$ cat config.mk
export PLATFORM = sky130hd
export DESIGN_NAME = qspi_phase_seq
export DESIGN_NICKNAME = d
export VERILOG_FILES = /design/src/rtl/qspi_phase_seq.sv
export SDC_FILE = /design/constraint.sdc
export NUM_CORES = 1
export LEC_CHECK = 0
export CAP_MARGIN = 20
export CORE_MARGIN = 5
export CORE_UTILIZATION = 45
export CTS_CLUSTER_SIZE = 20
export DETAILED_ROUTE_END_ITERATION = 12
export MAX_ROUTING_LAYER = met4
export PLACE_DENSITY = 0.76
export SLEW_MARGIN = 20
export SYNTH_ARGS = -nofsm -noshare
export SYNTH_HDL_FRONTEND = slang
export SYNTH_SLANG_ARGS = --single-unit
$ cat constraint.sdc
create_clock -name h_clk -period 3.5 [get_ports h_clk]
set_input_delay 0.7 -clock h_clk [delete_from_list [all_inputs] [get_ports h_clk]]
set_output_delay 0.7 -clock h_clk [all_outputs]
set_load 0.01 [all_outputs]
$ cat src/rtl/qspi_phase_seq.sv
// Phase sequencer for a QSPI flash read. It produces cs_n and sclk (mode 0), and the
// lane/load/shift/capture strobes that drive the external shift and read datapath.
//
// state   | meaning
// --------+---------------------------------------------------------------
// S_IDLE  | waiting for start, cs_n high
// S_SETUP | cs_n low, one tick of setup before the first sclk edge
// S_CMD   | command shifted out on cmd lanes
// S_ADDR  | address (24/32 bit) shifted out on addr lanes
// S_DUMMY | dummy sclk periods, skipped when count is zero
// S_DATA  | read data, capture on every rising tick
// S_HOLD  | one tick of cs_n hold with sclk low
// S_DESEL | cs_n high for two ticks, then IDLE with done
module qspi_phase_seq #(
  parameter int DUMMY_W = 4
) (
  input  logic               h_clk,
  input  logic               h_rst,
  input  logic               start,
  input  logic               abort,
  input  logic [7:0]         clk_div,
  input  logic [1:0]         cmd_lanes,
  input  logic [1:0]         addr_lanes,
  input  logic [1:0]         data_lanes,
  input  logic               addr_4b,
  input  logic [DUMMY_W-1:0] dummy_cycles,
  input  logic [1:0]         data_bytes,
  output logic               cs_n,
  output logic               sclk,
  output logic [2:0]         phase,
  output logic [1:0]         lanes,
  output logic               load_cmd,
  output logic               load_addr,
  output logic               shift_en,
  output logic               capture_en,
  output logic               busy,
  output logic               done,
  output logic               aborted
);

  localparam int PW = (DUMMY_W > 6) ? DUMMY_W : 6;

  typedef enum logic [2:0] {
    S_IDLE  = 3'd0,
    S_SETUP = 3'd1,
    S_CMD   = 3'd2,
    S_ADDR  = 3'd3,
    S_DUMMY = 3'd4,
    S_DATA  = 3'd5,
    S_HOLD  = 3'd6,
    S_DESEL = 3'd7
  } state_t;

  state_t state_q, state_d;
  logic [7:0]         div_q, div_d;
  logic [PW-1:0]      per_q, per_d;
  logic               sclk_q, sclk_d;
  logic               load_cmd_q, load_cmd_d;
  logic               done_q, done_d;
  logic               aborted_q, aborted_d;
  logic               abort_flag_q, abort_flag_d;
  logic [7:0]         clk_div_q;
  logic [1:0]         cmd_w_q, addr_w_q, data_w_q;
  logic               addr_4b_q;
  logic [DUMMY_W-1:0] dummy_q;
  logic [1:0]         nbytes_q;

  logic               tick;
  logic [PW-1:0]      cur_len;
  logic               last_per;
  state_t             next_phase;

  // Code 11 is folded into 00 at latch time; the normalised code is also the shift amount.
  function automatic logic [1:0] lane_norm(input logic [1:0] code);
    return (code == 2'b11) ? 2'b00 : code;
  endfunction

  assign tick = (state_q != S_IDLE) && (div_q == clk_div_q);

  always_comb begin
    cur_len    = '0;
    next_phase = S_HOLD;
    case (state_q)
      S_CMD: begin
        cur_len    = PW'(8) >> cmd_w_q;
        next_phase = S_ADDR;
      end
      S_ADDR: begin
        cur_len    = (addr_4b_q ? PW'(32) : PW'(24)) >> addr_w_q;
        next_phase = (dummy_q == '0) ? S_DATA : S_DUMMY;
      end
      S_DUMMY: begin
        cur_len    = PW'(dummy_q);
        next_phase = S_DATA;
      end
      S_DATA: begin
        cur_len    = ((PW'(nbytes_q) + PW'(1)) << 3) >> data_w_q;
        next_phase = S_HOLD;
      end
      default: begin
        cur_len    = '0;
        next_phase = S_HOLD;
      end
    endcase
  end

  assign last_per = (per_q == (cur_len - PW'(1)));

  always_comb begin
    state_d      = state_q;
    div_d        = div_q;
    per_d        = per_q;
    sclk_d       = sclk_q;
    load_cmd_d   = 1'b0;
    done_d       = 1'b0;
    aborted_d    = 1'b0;
    abort_flag_d = abort_flag_q;
    load_addr    = 1'b0;
    shift_en     = 1'b0;
    capture_en   = 1'b0;

    if (state_q != S_IDLE) begin
      div_d = tick ? 8'd0 : div_q + 8'd1;
    end

    case (state_q)
      S_IDLE: begin
        if (start) begin
          state_d      = S_SETUP;
          load_cmd_d   = 1'b1;
          abort_flag_d = 1'b0;
          per_d        = '0;
          sclk_d       = 1'b0;
          div_d        = 8'd0;
        end
      end
      S_SETUP: begin
        if (tick) state_d = S_CMD;
      end
      S_CMD, S_ADDR, S_DUMMY, S_DATA: begin
        if (tick) begin
          sclk_d = ~sclk_q;
          if (!sclk_q) begin
            if (state_q == S_DATA) capture_en = 1'b1;
          end else if (last_per) begin
            per_d   = '0;
            state_d = next_phase;
            if (state_q == S_CMD) load_addr = 1'b1;
          end else begin
            per_d = per_q + PW'(1);
            if (state_q == S_CMD || state_q == S_ADDR) shift_en = 1'b1;
          end
        end
      end
      S_HOLD: begin
        if (tick) begin
          state_d = S_DESEL;
          per_d   = '0;
        end
      end
      S_DESEL: begin
        if (tick) begin
          if (per_q == PW'(1)) begin
            state_d   = S_IDLE;
            done_d    = 1'b1;
            aborted_d = abort_flag_q;
            per_d     = '0;
          end else begin
            per_d = per_q + PW'(1);
          end
        end
      end
      default: state_d = S_IDLE;
    endcase

    // Abort overrides any tick transition; strobes already raised this cycle still fire.
    if (abort && state_q != S_IDLE && state_q != S_DESEL) begin
      state_d      = S_DESEL;
      sclk_d       = 1'b0;
      per_d        = '0;
      div_d        = 8'd0;
      abort_flag_d = 1'b1;
    end
  end

  always_ff @(posedge h_clk or posedge h_rst) begin
    if (h_rst) begin
      state_q      <= S_IDLE;
      div_q        <= 8'd0;
      per_q        <= '0;
      sclk_q       <= 1'b0;
      load_cmd_q   <= 1'b0;
      done_q       <= 1'b0;
      aborted_q    <= 1'b0;
      abort_flag_q <= 1'b0;
      clk_div_q    <= 8'd0;
      cmd_w_q      <= 2'b00;
      addr_w_q     <= 2'b00;
      data_w_q     <= 2'b00;
      addr_4b_q    <= 1'b0;
      dummy_q      <= '0;
      nbytes_q     <= 2'b00;
    end else begin
      state_q      <= state_d;
      div_q        <= div_d;
      per_q        <= per_d;
      sclk_q       <= sclk_d;
      load_cmd_q   <= load_cmd_d;
      done_q       <= done_d;
      aborted_q    <= aborted_d;
      abort_flag_q <= abort_flag_d;
      if (state_q == S_IDLE && start) begin
        clk_div_q <= clk_div;
        cmd_w_q   <= lane_norm(cmd_lanes);
        addr_w_q  <= lane_norm(addr_lanes);
        data_w_q  <= lane_norm(data_lanes);
        addr_4b_q <= addr_4b;
        dummy_q   <= dummy_cycles;
        nbytes_q  <= data_bytes;
      end
    end
  end

  always_comb begin
    case (state_q)
      S_CMD:   lanes = cmd_w_q;
      S_ADDR:  lanes = addr_w_q;
      S_DATA:  lanes = data_w_q;
      default: lanes = 2'b00;
    endcase
  end

  assign cs_n     = (state_q == S_IDLE) || (state_q == S_DESEL);
  assign sclk     = sclk_q;
  assign phase    = state_q;
  assign load_cmd = load_cmd_q;
  assign busy     = (state_q != S_IDLE);
  assign done     = done_q;
  assign aborted  = aborted_q;

endmodule

==> impl_results.md <==
* Outcome: complete, but fails checks
* Failing checks: negative setup slack
* RSZ-0062 raised after global routing: true
* Rows at 28
* CTS Buf Count at 5
* Max-cap viol count at 0
* Antenna Nets Post-Route at 0
* Gr usage total at 21.0%
* Remaining Overflow, GRT at 0
* DIE HEIGHT at 89.2 um
* N_diodes at 0
* VDD IR max at 0.000575 V
* Beginning of the worst hold path: abort_flag_q
* Hold path depth at 1
* Critical path capture point type: output port
* Final Util at 66.2%
* Post-synthesis register bit count at 43
* Setup ws final at -0.179 ns
* Final Critical Period at 3.68 ns
* Total Power at 0.00384 W
* Met3 Use GR at 3.41%
* DRT iter0 DRCs at 144
* Critical R2R Capture: phase[0]
* Via count at 2619
* EDFF count, synth at 0
* Layout Cells excl Fill at 474
* Drt pass-1 iters at 4
* Nets at 434
* First-pass GRT wire length at 12500 um
* Hold Path Class: reg -> reg
* Share of post-route cells with drive strength above 1 at 33.6%
* Ys async rst share at 100%
* I/O pin count at 39
* DRC violations left at 0
* Static leakage at 1.77 nW
* Die area at 7960 um2
* Synth Cell Area at 2820 um2
* DP Cell Count at 450
* Nature of the critical path startpoint: flip-flop
* Cts hold-fix bufs at 0
* Clock tree buffer depth at 2
* RR Startpoint: phase[0]
* DP Wirelength at 5760 um
* WP data required at 2.80 ns
* Synth Flop Type: dfrtp_1
* Max Fclk at 0.272 GHz
* Synth Instances at 301
* Setup CP Type: reg -> out
* PD cells at 964 nW/um2
* Hold Path End: abort_flag_q
* Max H-tree Level at 2
* Worst slew margin at 55.6%
* Reg2Reg Depth at 14
* CTS clock-pin slew for the worst setup and hold paths at 0.09 ns
* M2 GR Usage at 34.7%
* Final period util at 105%
* Clock Latency Late Sink at 0.30 ns
* Setup TNS Final at -0.335 ns
* Number of global-route vias before repair at 2694
* Initial Util at 46.9%
* Hold Vio Cnt, Final at 0
* Most common cell after layout, fill and taps aside: buf_4
* Antenna violations before repair at 0
* CTS tree: yes
* Post-Route WL at 7950 um
* Largest net degree at the start of global routing at 32
* Commonest cells after routing, fill and taps aside: buf_4, dfrtp_1, clkdlybuf4s50_1
* Busiest grt layer: met2
* Worst Tran Pin Value at 0.665 ns
* Worst clock skew at 0.00773 ns
* Per-cell routed wire length at 16.8 um
* Critical path cell sequence: inv_2 > ha_2 > and2b_1 > a311o_4 > or3_4 > or4_4 > nand3_4 > nor2_4 > and4_1 > buf_2
* Die extent in x at 89.2 um
* CTS Sinks at 43
* RePlAce Congestion at 0.948
* Port-buffer cells at 38
* Sequential share of the synthesized area at 38.1%
* Core area at 6030 um2
* Syn_nets at 337
* Root buffer cell: clkbuf_8
* Critical-path top delay cell: or4_4
* Critical Path AT at 2.98 ns
* Synthesized area per cell at 9.38 um2
* Area Growth Syn to Fin at 41.2%
* Yosys synthesis warning count at 0
* Setup slack, reg-to-reg at 0.45 ns
* Max-slew violation count at 0
* Crit Path Max Fanout at 3
* Finish-stage setup viols at 2
* Drt via density at 5.53
* Yosys cell types at 61
* Worst slack at placement at -0.324 ns
* Critical Path Max Stage Delay at 0.57 ns
* Met1 GRT Util at 25.9%
-- synth_stat cells (all sizes together), types with 3 or more instances --
master  instances  area, um2
dfrtp          43       1080
nand2          28        105
nor2           26       97.6
mux2           14        158
nor3           14       80.1
o21ai          14       70.1
xnor2          14        123
inv            13       48.8
ha             11        138
a21oi          10       50.1
clkbuf         10       38.8
nand2b         10       62.6
nand3          10       50.1
o31ai           8       65.1
xor2            7       61.3
buf             6       35.0
mux2i           6       60.1
nand4           4       25.0
nor4            4       37.5
and2            3       21.3
and3            3       18.8
nand3b          3       22.5
nor2b           3       18.8
o22ai           3       25.0
or2             3       18.8
-- final cells by class --
class                      count  area, um2
multi-input combinational    229       1790
fill                         472       2040
clock inverter                 2       12.5
inverter                      13       48.8
tap                           75       93.8
timing repair buffer         106        888
sequential                    43       1080
clock buffer                   6       72.6
-- per-layer routing --
layer,share of wire (%),up-vias
met2,50,77
met3,4.9,15
li1,-,1266
met5,0,-
met1,43,1261
met4,1.9,0
-- metrics by stage --
| step | hold slack, ns | cell area (um2) |
|---|---|---|
| 3_5_place_dp | 0.470 | 3610 |
| 4_1_cts | 0.488 | 3880 |
| 3_3_place_gp | 0.452 | 3610 |
| 5_1_grt | 0.521 | 3990 |
| 2_1_floorplan | 0.441 | 2820 |
| 6_report | 0.481 | 3990 |
-- worst max-delay path, delay by kind of cell, from the launching register on --
family / cells / cell delay, ns
simple gates: 6 / 1.43
flops: 1 / 0.40
compound gates: 1 / 0.41
buf+inv: 2 / 0.22
fa+ha+maj: 1 / 0.20
-- worst max-delay path by stage --
stage / endpoint / startpoint / slack (ns) / cells after the start
2_1_floorplan: load_addr / phase[0] / 0.02 / 12
3_3_place_gp: shift_en / phase[1] / -0.26 / 11
5_1_grt: load_addr / phase[1] / -0.23 / 11
4_1_cts: load_addr / phase[0] / -0.09 / 14
3_5_place_dp: load_addr / phase[1] / -0.32 / 13
6_report: load_addr / phase[0] / -0.18 / 10
-- registers in the layout, summed over array words and instances (netlist names) --
| name | cells |
|---|---|
| clk_div_q | 8 |
| addr_4b_q | 1 |
| addr_w_q | 2 |
| cmd_w_q | 2 |
| done | 1 |
| div_q | 8 |
| phase | 3 |
| dummy_q | 4 |
| nbytes_q | 2 |
| per_q | 6 |
| sclk | 1 |
| aborted | 1 |
| load_cmd | 1 |
| abort_flag_q | 1 |
| data_w_q | 2 |
-- cell families after synthesis --
kind of cell    Yosys count  synth area share, %
compound gates           55                 15.3
xor+xnor                 21                 6.51
fa+ha+maj                11                 4.87
buf+inv                  29                 4.34
flops                    43                 38.1
mux                      20                 7.71
simple gates            122                 23.2
-- power breakdown --
group          leakage, nW  switching (W)  internal, W
sequential           0.547       0.000230     0.000679
combinational         1.18        0.00125      0.00136
clock               0.0412       0.000180     0.000140
total                 1.77        0.00166      0.00218
-- repair_timing --
item / in CTS / in global routing
gates resized for setup: 29 / 15
pin swaps: 10 / 6
setup buffers: 12 / 4
setup endpoints to repair: 3 / 3
Power figures use the tool's default switching activity.
